$ cat config.mk
export PLATFORM = sky130hd
export DESIGN_NAME = config_loader
export DESIGN_NICKNAME = d
export VERILOG_FILES = /design/src/rtl/cfg_pkg.sv /design/src/rtl/cfg_sync_hunter.sv /design/src/rtl/config_loader.sv
export SDC_FILE = /design/constraint.sdc
export NUM_CORES = 1
export LEC_CHECK = 0
export CAP_MARGIN = 15
export CORE_MARGIN = 2
export CORE_UTILIZATION = 40
export CTS_BUF_LIST = sky130_fd_sc_hd__clkbuf_4 sky130_fd_sc_hd__clkbuf_8
export CTS_CLUSTER_DIAMETER = 40
export DETAILED_ROUTE_END_ITERATION = 8
export PLACE_DENSITY = 0.73
export SLEW_MARGIN = 20
export SYNTH_ARGS = -nofsm -noshare
export SYNTH_HDL_FRONTEND = slang
export SYNTH_SLANG_ARGS = --single-unit
export TNS_END_PERCENT = 100
$ cat constraint.sdc
create_clock -name clock -period 2.7 [get_ports clock]
set_input_delay 0.81 -clock clock [delete_from_list [all_inputs] [get_ports clock]]
set_output_delay 0.81 -clock clock [all_outputs]
set_load 0.01 [all_outputs]
$ cat src/rtl/cfg_pkg.sv
`default_nettype none
// ============================================================================
// Module      : cfg_pkg
// Description : Shared constants and state encoding for the configuration loader.
// Revision    : 1.0 - initial release
// ============================================================================
package cfg_pkg;

    localparam logic [7:0] SYNC_BYTE    = 8'hA5;
    localparam int         TILE_CFG_W   = 33;
    localparam int         SWITCH_CFG_W = 16;

    localparam logic CLASS_TILE   = 1'b0;
    localparam logic CLASS_SWITCH = 1'b1;

    typedef enum logic [2:0] {
        ST_HUNT   = 3'd0,
        ST_ADDR   = 3'd1,
        ST_DATA   = 3'd2,
        ST_PARITY = 3'd3,
        ST_WRITE  = 3'd4
    } cfg_state_t;

endpackage
`default_nettype wire

$ cat src/rtl/cfg_sync_hunter.sv
`default_nettype none
// ============================================================================
// Module      : cfg_sync_hunter
// Description : 8-bit LSB-first shift register that flags the sync byte.
// Revision    : 1.0 - initial release
// ============================================================================
module cfg_sync_hunter
    import cfg_pkg::*;
(
    input  logic clock,
    input  logic reset,
    input  logic i_clear,
    input  logic i_shift,
    input  logic i_bit,
    output logic o_match
);

    logic [7:0] r_shreg;
    logic [7:0] w_next;

    assign w_next  = {i_bit, r_shreg[7:1]};
    assign o_match = i_shift && (w_next == SYNC_BYTE);

    always_ff @(posedge clock) begin
        if (reset || i_clear) begin
            r_shreg <= 8'd0;
        end else if (i_shift) begin
            r_shreg <= w_next;
        end
    end

endmodule
`default_nettype wire

$ cat src/rtl/config_loader.sv
`default_nettype none
// ============================================================================
// Module      : config_loader
// Description : Serial framed bitstream to parallel tile/switch-box config writes.
// Revision    : 1.0 - initial release
// ============================================================================
module config_loader
    import cfg_pkg::*;
#(
    parameter int NUM_TILES    = 8,
    parameter int NUM_SWITCHES = 4
) (
    input  logic                  clock,
    input  logic                  reset,
    input  logic                  sin,
    input  logic                  sin_valid,
    output logic                  cfg_we,
    output logic                  cfg_sel,
    output logic [6:0]            cfg_index,
    output logic [TILE_CFG_W-1:0] cfg_data,
    output logic                  busy,
    output logic                  frame_err,
    output logic [15:0]           frames_done,
    output logic [7:0]            err_count
);

    localparam logic [7:0] c_num_tiles = 8'(NUM_TILES);
    localparam logic [7:0] c_num_sw    = 8'(NUM_SWITCHES);
    localparam logic [5:0] c_tile_last = 6'(TILE_CFG_W - 1);
    localparam logic [5:0] c_sw_last   = 6'(SWITCH_CFG_W - 1);

    cfg_state_t            r_state;
    cfg_state_t            w_state_nxt;
    logic [5:0]            r_bit_cnt;
    logic [7:0]            r_addr;
    logic [TILE_CFG_W-1:0] r_data;
    logic                  r_parity;
    logic                  r_cfg_sel;
    logic [6:0]            r_cfg_index;
    logic [TILE_CFG_W-1:0] r_cfg_data;
    logic                  r_frame_err;
    logic [15:0]           r_frames_done;
    logic [7:0]            r_err_count;

    logic       w_hunt_shift;
    logic       w_match;
    logic       w_sync_hit;
    logic [5:0] w_data_last;
    logic       w_index_ok;
    logic       w_frame_ok;
    logic       w_accept;
    logic       w_reject;

    // The hunter only listens while idle and during the WRITE cycle.
    assign w_hunt_shift = sin_valid && ((r_state == ST_HUNT) || (r_state == ST_WRITE));
    assign w_sync_hit   = w_match && (r_state == ST_HUNT);

    cfg_sync_hunter u_hunter (
        .clock   (clock),
        .reset   (reset),
        .i_clear (w_sync_hit),
        .i_shift (w_hunt_shift),
        .i_bit   (sin),
        .o_match (w_match)
    );

    assign w_data_last = (r_addr[7] == CLASS_SWITCH) ? c_sw_last : c_tile_last;
    assign w_index_ok  = (r_addr[7] == CLASS_SWITCH) ? ({1'b0, r_addr[6:0]} < c_num_sw)
                                                     : ({1'b0, r_addr[6:0]} < c_num_tiles);
    assign w_frame_ok  = ((r_parity ^ sin) == 1'b0) && w_index_ok;

    always_ff @(posedge clock) begin
        if (reset) begin
            r_state <= ST_HUNT;
        end else begin
            r_state <= w_state_nxt;
        end
    end

    always_comb begin
        w_state_nxt = r_state;
        w_accept    = 1'b0;
        w_reject    = 1'b0;
        case (r_state)
            ST_HUNT: begin
                if (w_sync_hit) w_state_nxt = ST_ADDR;
            end
            ST_ADDR: begin
                if (sin_valid && (r_bit_cnt == 6'd7)) w_state_nxt = ST_DATA;
            end
            ST_DATA: begin
                if (sin_valid && (r_bit_cnt == w_data_last)) w_state_nxt = ST_PARITY;
            end
            ST_PARITY: begin
                if (sin_valid) begin
                    if (w_frame_ok) begin
                        w_accept    = 1'b1;
                        w_state_nxt = ST_WRITE;
                    end else begin
                        w_reject    = 1'b1;
                        w_state_nxt = ST_HUNT;
                    end
                end
            end
            ST_WRITE: w_state_nxt = ST_HUNT;
            default:  w_state_nxt = ST_HUNT;
        endcase
    end

    always_ff @(posedge clock) begin
        if (reset) begin
            r_bit_cnt     <= 6'd0;
            r_addr        <= 8'd0;
            r_data        <= '0;
            r_parity      <= 1'b0;
            r_cfg_sel     <= 1'b0;
            r_cfg_index   <= 7'd0;
            r_cfg_data    <= '0;
            r_frame_err   <= 1'b0;
            r_frames_done <= 16'd0;
            r_err_count   <= 8'd0;
        end else begin
            r_frame_err <= w_reject;
            case (r_state)
                ST_HUNT: begin
                    r_bit_cnt <= 6'd0;
                    r_parity  <= 1'b0;
                end
                ST_ADDR: begin
                    if (sin_valid) begin
                        r_addr   <= {sin, r_addr[7:1]};
                        r_parity <= r_parity ^ sin;
                        if (r_bit_cnt == 6'd7) begin
                            r_bit_cnt <= 6'd0;
                            r_data    <= '0;
                        end else begin
                            r_bit_cnt <= r_bit_cnt + 6'd1;
                        end
                    end
                end
                ST_DATA: begin
                    if (sin_valid) begin
                        r_parity  <= r_parity ^ sin;
                        r_bit_cnt <= r_bit_cnt + 6'd1;
                        // Switch payloads land right-aligned; upper bits stay cleared.
                        if (r_addr[7] == CLASS_SWITCH) begin
                            r_data[SWITCH_CFG_W-1]   <= sin;
                            r_data[SWITCH_CFG_W-2:0] <= r_data[SWITCH_CFG_W-1:1];
                        end else begin
                            r_data <= {sin, r_data[TILE_CFG_W-1:1]};
                        end
                    end
                end
                ST_PARITY: begin
                    if (w_accept) begin
                        r_cfg_sel     <= r_addr[7];
                        r_cfg_index   <= r_addr[6:0];
                        r_cfg_data    <= r_data;
                        r_frames_done <= r_frames_done + 16'd1;
                    end
                    if (w_reject && (r_err_count != 8'hFF)) begin
                        r_err_count <= r_err_count + 8'd1;
                    end
                end
                default: begin
                end
            endcase
        end
    end

    assign cfg_we      = (r_state == ST_WRITE);
    assign busy        = (r_state != ST_HUNT);
    assign cfg_sel     = r_cfg_sel;
    assign cfg_index   = r_cfg_index;
    assign cfg_data    = r_cfg_data;
    assign frame_err   = r_frame_err;
    assign frames_done = r_frames_done;
    assign err_count   = r_err_count;

endmodule
`default_nettype wire

Yosys cells after proc, flatten, opt, wreduce, memory -nomap -nowiden

Index checks and enable logic that the tools add are counted.

Add/subtract/negate cells: 3
$lt $le $gt $ge: 2
Equal/unequal tests: 17
Multiplexer cells: 26
Bitwise logic cells: 2
Reduce and logical (&&, ||, !) cells: 23

Operators by type and width:

| kind                  | count |
|---|---|
| $mux 33               | 3 |
| $pmux 33 s2           | 1 |
| $mux 6                | 4 |
| $pmux 6 s3            | 1 |
| $mux 17               | 1 |
| $add 16x1->16 const B | 1 |
| $mux 16               | 1 |
| $mux 3                | 5 |
| $ne 2x2->1 const B    | 7 |
| $pmux 3 s4            | 1 |
| $add 8x1->8 const B   | 1 |
| $eq 8x8->1 const B    | 1 |
| $mux 1                | 8 |
| $ne 8x8->1 const B    | 1 |
| $reduce_and 2->1      | 4 |
| $reduce_and 4->1      | 2 |
| $logic_and 1x1->1     | 7 |
| $lt 7x3->1 const B    | 1 |
| $lt 7x4->1 const B    | 1 |
| $add 6x1->6 const B   | 1 |
| $eq 3x2->1 const B    | 2 |
| $eq 6x3->1 const B    | 1 |
| $eq 6x6->1            | 1 |
| $reduce_bool 3->1     | 2 |
| 12 further kinds      | 15 |

Bits in registers: 125
Input port bits: 4
Output and inout bits: 68

Longest topological paths before layout

Depth after elaboration: 8
Mapped depth: 7
Gate-level depth less buffers: 5

Modules after synthesis

A second synthesis with hierarchy kept.

Cells, all modules: 618
Area total of the unflattened synthesis: 5201.2 um^2

By module, submodules not included:

| module          | times used | cells an instance | area an instance (um^2) |
|---|---|---|---|
| config_loader   | 1          | 590               | 4904.7 |
| cfg_sync_hunter | 1          | 28                | 296.5 |

Least setup slack after synthesis

OpenSTA, ideal clock, no wires.

Path type: input-to-reg
Start point: input port sin
End point: register r_err_count[5], in the netlist err_count[5]
Setup time: 121 ps
Arrival: 2172 ps
Data required time: 2579 ps
Slack: 407 ps
Cell stages on the path: 6
Path buffers: 2
Cells stage by stage: buf_2 xor2_1 o31ai_2 buf_2 nor4_1 mux2_2

Longest elaborated chain between the ends: 8

RTL lines:

| element                    | line                 | source |
|---|---|---|
| from (decl)                | config_loader.sv:15  | `input logic sin,` |
| $xor 1x1->1                | config_loader.sv:70  | `assign w_frame_ok = ((r_parity ^ sin) == 1'b0) && w_index_ok;` |
| $not 1->1                  | config_loader.sv:70  |  |
| $logic_and 1x1->1          | config_loader.sv:70  |  |
| $mux 1                     | config_loader.sv:96  | `if (w_frame_ok) begin` |
| $mux 1                     | config_loader.sv:95  | `if (sin_valid) begin` |
| $mux 1                     | config_loader.sv:84  | `case (r_state)` |
| $logic_and 1x1->1          | config_loader.sv:161 | `if (w_reject && (r_err_count != 8'hFF)) begin` |
| $reduce_and 2->1 (no line) | -                    |  |
| to (signal assigned)       | config_loader.sv:162 | `r_err_count <= r_err_count + 8'd1;` |
| to (decl)                  | config_loader.sv:43  | `logic [7:0] r_err_count;` |

No other way between the ends.
A chain may end at the register's enable or synchronous reset.

Final worst setup path

Start point: register r_state[0]
End point: output port cfg_we

Longest elaborated chain between the ends: 1

RTL lines:

| element                | line                 | source |
|---|---|---|
| from (decl)            | config_loader.sv:32  | `cfg_state_t r_state;` |
| from (signal assigned) | config_loader.sv:76  | `r_state <= w_state_nxt;` |
| $eq 3x3->1             | config_loader.sv:171 | `assign cfg_we = (r_state == ST_WRITE);` |
| to (decl)              | config_loader.sv:17  | `output logic cfg_we,` |

No other way between the ends.

==> summary by stage <==
Synth
After synthesis, the cell types taking the most area are sky130_fd_sc_hd__dfxtp_1 48%, sky130_fd_sc_hd__a21oi_1 9.1%, sky130_fd_sc_hd__nand2_1 7.5%. Yosys printed 0 warnings. The sequential share of the synthesized area is 0.4848. The area of the mapped netlist is 0.005120 mm2. The largest area contributor in the netlist is sky130_fd_sc_hd__dfxtp_1. For this run, asynchronously set or reset flops after synthesis account for 0.

The post-synthesis net count is just over 600. The number of flops mapped to enable cells by yosys is 0. In this run the mean area of a mapped cell was 8.421 um2. The most frequently used flop master after synthesis is sky130_fd_sc_hd__dfxtp_1. Counting every instance in the synthesized netlist gives a little over 600.

The distinct cell type count of the synthesized netlist is 54. Synthesis inferred around 120 register bits. The share of synthesized area in the top cell type comes to 0.4848.

Worst setup path
The worst setup path is launched from a flop. The signal on the critical path passes through or2_2 -> nor2_1 -> clkdlybuf4s50_1. The number of cells on the worst reg-to-reg path is 6.

The worst register-to-register path begins at r_state[0]$_SDFFE_PP0P_. Data arrives at the worst endpoint at 1.77 ns. The kind of capture point of the worst setup path is an output pin. The register-to-register setup slack is ~0.64 ns. By startpoint and endpoint, the worst setup path is classified as reg2out. In this run the critical register-to-register path is captured at r_data[15]$_SDFFE_PP0P_. The slowest stage cell on the critical path is sky130_fd_sc_hd__clkdlybuf4s50_1.

The delay of the slowest cell on the worst path is between 0.5 and 0.6 ns. The largest driver fanout on the critical path is 6. The required time reported for the critical path endpoint is about 1.9 ns.

Timing
Clock skew on the completed layout was measured at 0.01029 ns. The routed design could run at a clock period as short as 2.580 ns. Setup repair after global routing left no endpoint under its margin. The fraction of the cycle the final worst path needs is 0.9557. Setup violations remaining at the end of the flow were counted as 0. The maximum achievable frequency is 387.5 MHz. The final-report hold violation count is 0. The worst slew slack as a fraction of its limit is 0.5318.

The post-route worst setup slack is roughly 0.12 ns. The actual transition at the worst max-transition pin is about 0.7 ns. The count of pins over their slew limit is 0.

Global route
The initial antenna violation count is 0. The number of global-route vias before repair is between 4000 and 5000. The remaining global-route overflow is 0. The first global-routing pass estimated around 19 mm of wire. Entering global routing, the biggest net connects a little over 90 pins. For this run, the total global-route usage over all layers was measured as 0.1733.

Clocking
The library cell used as clock root buffer is sky130_fd_sc_hd__clkbuf_8. TritonCTS built the clock tree. The H-tree was split into 4 levels. Counting the buffers created by CTS gives 17. The clock insertion delay at the later pin of the skew report is ~0.44 ns.

In this run, post-CTS hold repair placed 0 buffers. Counting along the longest clock path gives a buffer depth of 2. CTS saw about 120 sinks. The clock transition at the register clock pins on the worst setup and hold paths after CTS is about 0.07 ns.

Floorplan
The die covers 0.01372 mm2. The chip height is 117.1 um. From left edge to right edge, the die measures roughly 120 um. The total number of placement rows is between 40 and 50. Pin placement for this block handled 72 I/O pins.

For this configuration, the core starts out at a cell density of 0.4074. The core region is 0.01257 mm2.

Power and ir drop
IR analysis of the VDD net gives a maximum drop of around 0.26 mV. The leakage power is ~2.1 nW. In this run the power density over the cells is 562.3 mW/mm2. The total power is ~0.0037 W.

Placement
Timing analysis after detailed placement gives a worst setup slack of -0.1716 ns. The count of input and output buffers is 71. Routability-driven placement finished with a final weighted congestion of 0.8610. The half-perimeter wire length after placement is between 7 and 8 mm.

Detailed routing
The total wire length is about 12 mm. The detailed-route wire length per cell is approximately 13 um. The detailed router placed approximately 4600 vias in this run. In the routed layout, each cell is associated on average with a via count of 5.380. The number of iterations in the first detailed-routing pass is 5.

In this run the remaining antenna-violating nets after routing total 0. For this run, design rule violations remaining after detail routing come to 0. The detailed router finished its first iteration with approximately 400 violations.

Final layout
From synthesis to final layout, the design area changed by 26.98%. In the final layout, the share of cells above drive strength 1 is 0.1064. The number of nets in the layout is between 600 and 700. The number of antenna diodes in the final layout is 0.

Hold path
The origin of the worst min-delay path is cfg_data[26]$_SDFFE_PP0P_. The number of stages on the worst hold path is 2. The hold-critical path endpoint is cfg_data[26]$_SDFFE_PP0P_. The worst hold path belongs to the class reg2reg.

Outcome
The flow ran to the end, and the final reports show no timing, DRC or antenna violations.

Run
Max-cap violations in this run came to 0.
-- how the worst max path moves through the flow --
stage	from	endpoint	cells past startpoint
6_report	r_state[0]$_SDFFE_PP0P_	cfg_we	3
4_1_cts	r_state[0]$_SDFFE_PP0P_	busy	4
3_5_place_dp	sin_valid	frames_done[13]$_SDFFE_PP0P_	6
2_1_floorplan	sin	err_count[5]$_SDFFE_PP0P_	6
5_1_grt	r_state[0]$_SDFFE_PP0P_	cfg_we	3
3_3_place_gp	sin_valid	frames_done[12]$_SDFFE_PP0P_	6
-- cells by family after synthesis --
group | share of synthesized area
flip-flops | 0.4848
AO/OA/AOI/OAI | 0.1769
XOR/XNOR | 0.01197
AND/OR/NAND/NOR | 0.2363
multiplexers | 0.03763
buffers and inverters | 0.04301
adder cells (fa/ha/maj) | 0.009287
-- stage by stage --
stage | utilization | instances | cell area (um2) | setup TNS, ns | hold slack [ns]
after floorplan | - | 608 | 5120 | 0 | 0.4284
after global placement | 0.4812 | 826 | 6048 | -0.8598 | 0.4439
after detailed placement | 0.4812 | 826 | 6048 | -1.542 | 0.4464
after CTS | 0.5159 | 858 | 6484 | 0 | 0.4588
after global routing | 0.5173 | 858 | 6501 | 0 | 0.4712
final | 0.5173 | 858 | 6501 | 0 | 0.4551
-- area by class of cell --
class	instances	area, um2
fill	1104	6067
sequential	124	2482
multi-input combinational	429	2441
timing repair buffer	96	908.4
clock buffer	20	275.3
tap	172	215.2
clock inverter	12	160.2
inverter	5	18.77
-- power breakdown --
part	internal, W	switching [W]
combinational	0.0000240	0.0000536
clock	0.000994	0.000753
sequential	0.00183	0.00000137
total	0.00285	0.000808
-- cell usage after synthesis (3+ instances only) --
cell type                  count
sky130_fd_sc_hd__buf_1         3
sky130_fd_sc_hd__nor2_1       32
sky130_fd_sc_hd__xnor2_1       6
sky130_fd_sc_hd__clkbuf_1     38
sky130_fd_sc_hd__nor3_1        5
sky130_fd_sc_hd__o31ai_1      12
sky130_fd_sc_hd__a21oi_1      93
sky130_fd_sc_hd__nor2b_1       5
sky130_fd_sc_hd__or3_1         5
sky130_fd_sc_hd__and4b_1       3
sky130_fd_sc_hd__nor3b_1       7
sky130_fd_sc_hd__buf_2         8
sky130_fd_sc_hd__mux2i_1      17
sky130_fd_sc_hd__or4_1        14
sky130_fd_sc_hd__and3_1        5
sky130_fd_sc_hd__nor4_1        3
sky130_fd_sc_hd__o41ai_1       3
sky130_fd_sc_hd__nand3_1      13
sky130_fd_sc_hd__inv_1         5
sky130_fd_sc_hd__dfxtp_1     124
sky130_fd_sc_hd__nand2_1     102
sky130_fd_sc_hd__ha_1          3
sky130_fd_sc_hd__o21ai_0      40
sky130_fd_sc_hd__nand4_1      25
-- critical path: cells and delay by family (launching register included) --
kind / cells / cell delay, ns
and+or+nand+nor: 2 / 0.48
buffers and inverters: 1 / 0.55
DFF: 1 / 0.31
-- layout by cell type (no fill, tap or decap), types with 3 or more instances in the layout --
cell	count
sky130_fd_sc_hd__dfxtp_1	124
sky130_fd_sc_hd__nand2_1	102
sky130_fd_sc_hd__a21oi_1	93
sky130_fd_sc_hd__clkdlybuf4s50_1	70
sky130_fd_sc_hd__o21ai_0	40
sky130_fd_sc_hd__nor2_1	32
sky130_fd_sc_hd__nand4_1	25
sky130_fd_sc_hd__buf_4	25
sky130_fd_sc_hd__clkbuf_8	20
sky130_fd_sc_hd__mux2i_1	17
sky130_fd_sc_hd__or4_1	14
sky130_fd_sc_hd__nand3_1	13
sky130_fd_sc_hd__o31ai_1	12
sky130_fd_sc_hd__nor3b_1	7
sky130_fd_sc_hd__xnor2_1	6
sky130_fd_sc_hd__inv_1	5
sky130_fd_sc_hd__or3_1	5
sky130_fd_sc_hd__nor2b_1	5
sky130_fd_sc_hd__and3_1	5
sky130_fd_sc_hd__nor3_1	4
sky130_fd_sc_hd__clkinvlp_4	4
sky130_fd_sc_hd__and4b_1	3
sky130_fd_sc_hd__nor4_1	3
sky130_fd_sc_hd__o41ai_1	3
sky130_fd_sc_hd__ha_1	3
sky130_fd_sc_hd__bufinv_16	3
sky130_fd_sc_hd__inv_6	3
-- routing by layer --
layer	up-vias	GRT usage	routed length, um
li1	2306	-	-
met4	0	0.08392	287
met5	-	0	0
met3	26	0.04995	579
met1	2167	0.2095	5156
met2	117	0.2840	5543
-- flip-flops by register name, summed over array words and instances (netlist names) --
| register | cells |
|---|---|
| cfg_data | 33 |
| r_data | 33 |
| frames_done | 16 |
| err_count | 8 |
| r_addr | 8 |
| cfg_index | 7 |
| u_hunter.r_shreg | 7 |
| r_bit_cnt | 6 |
| r_state | 3 |
| cfg_sel | 1 |
| frame_err | 1 |
| r_parity | 1 |
-- what timing repair did --
item	4_1_cts	5_1_grt
endpoints found under the setup margin	0	1
buffers inserted	0	0
resized for setup	0	1
Note: power is estimated with default switching activity, not from simulation.
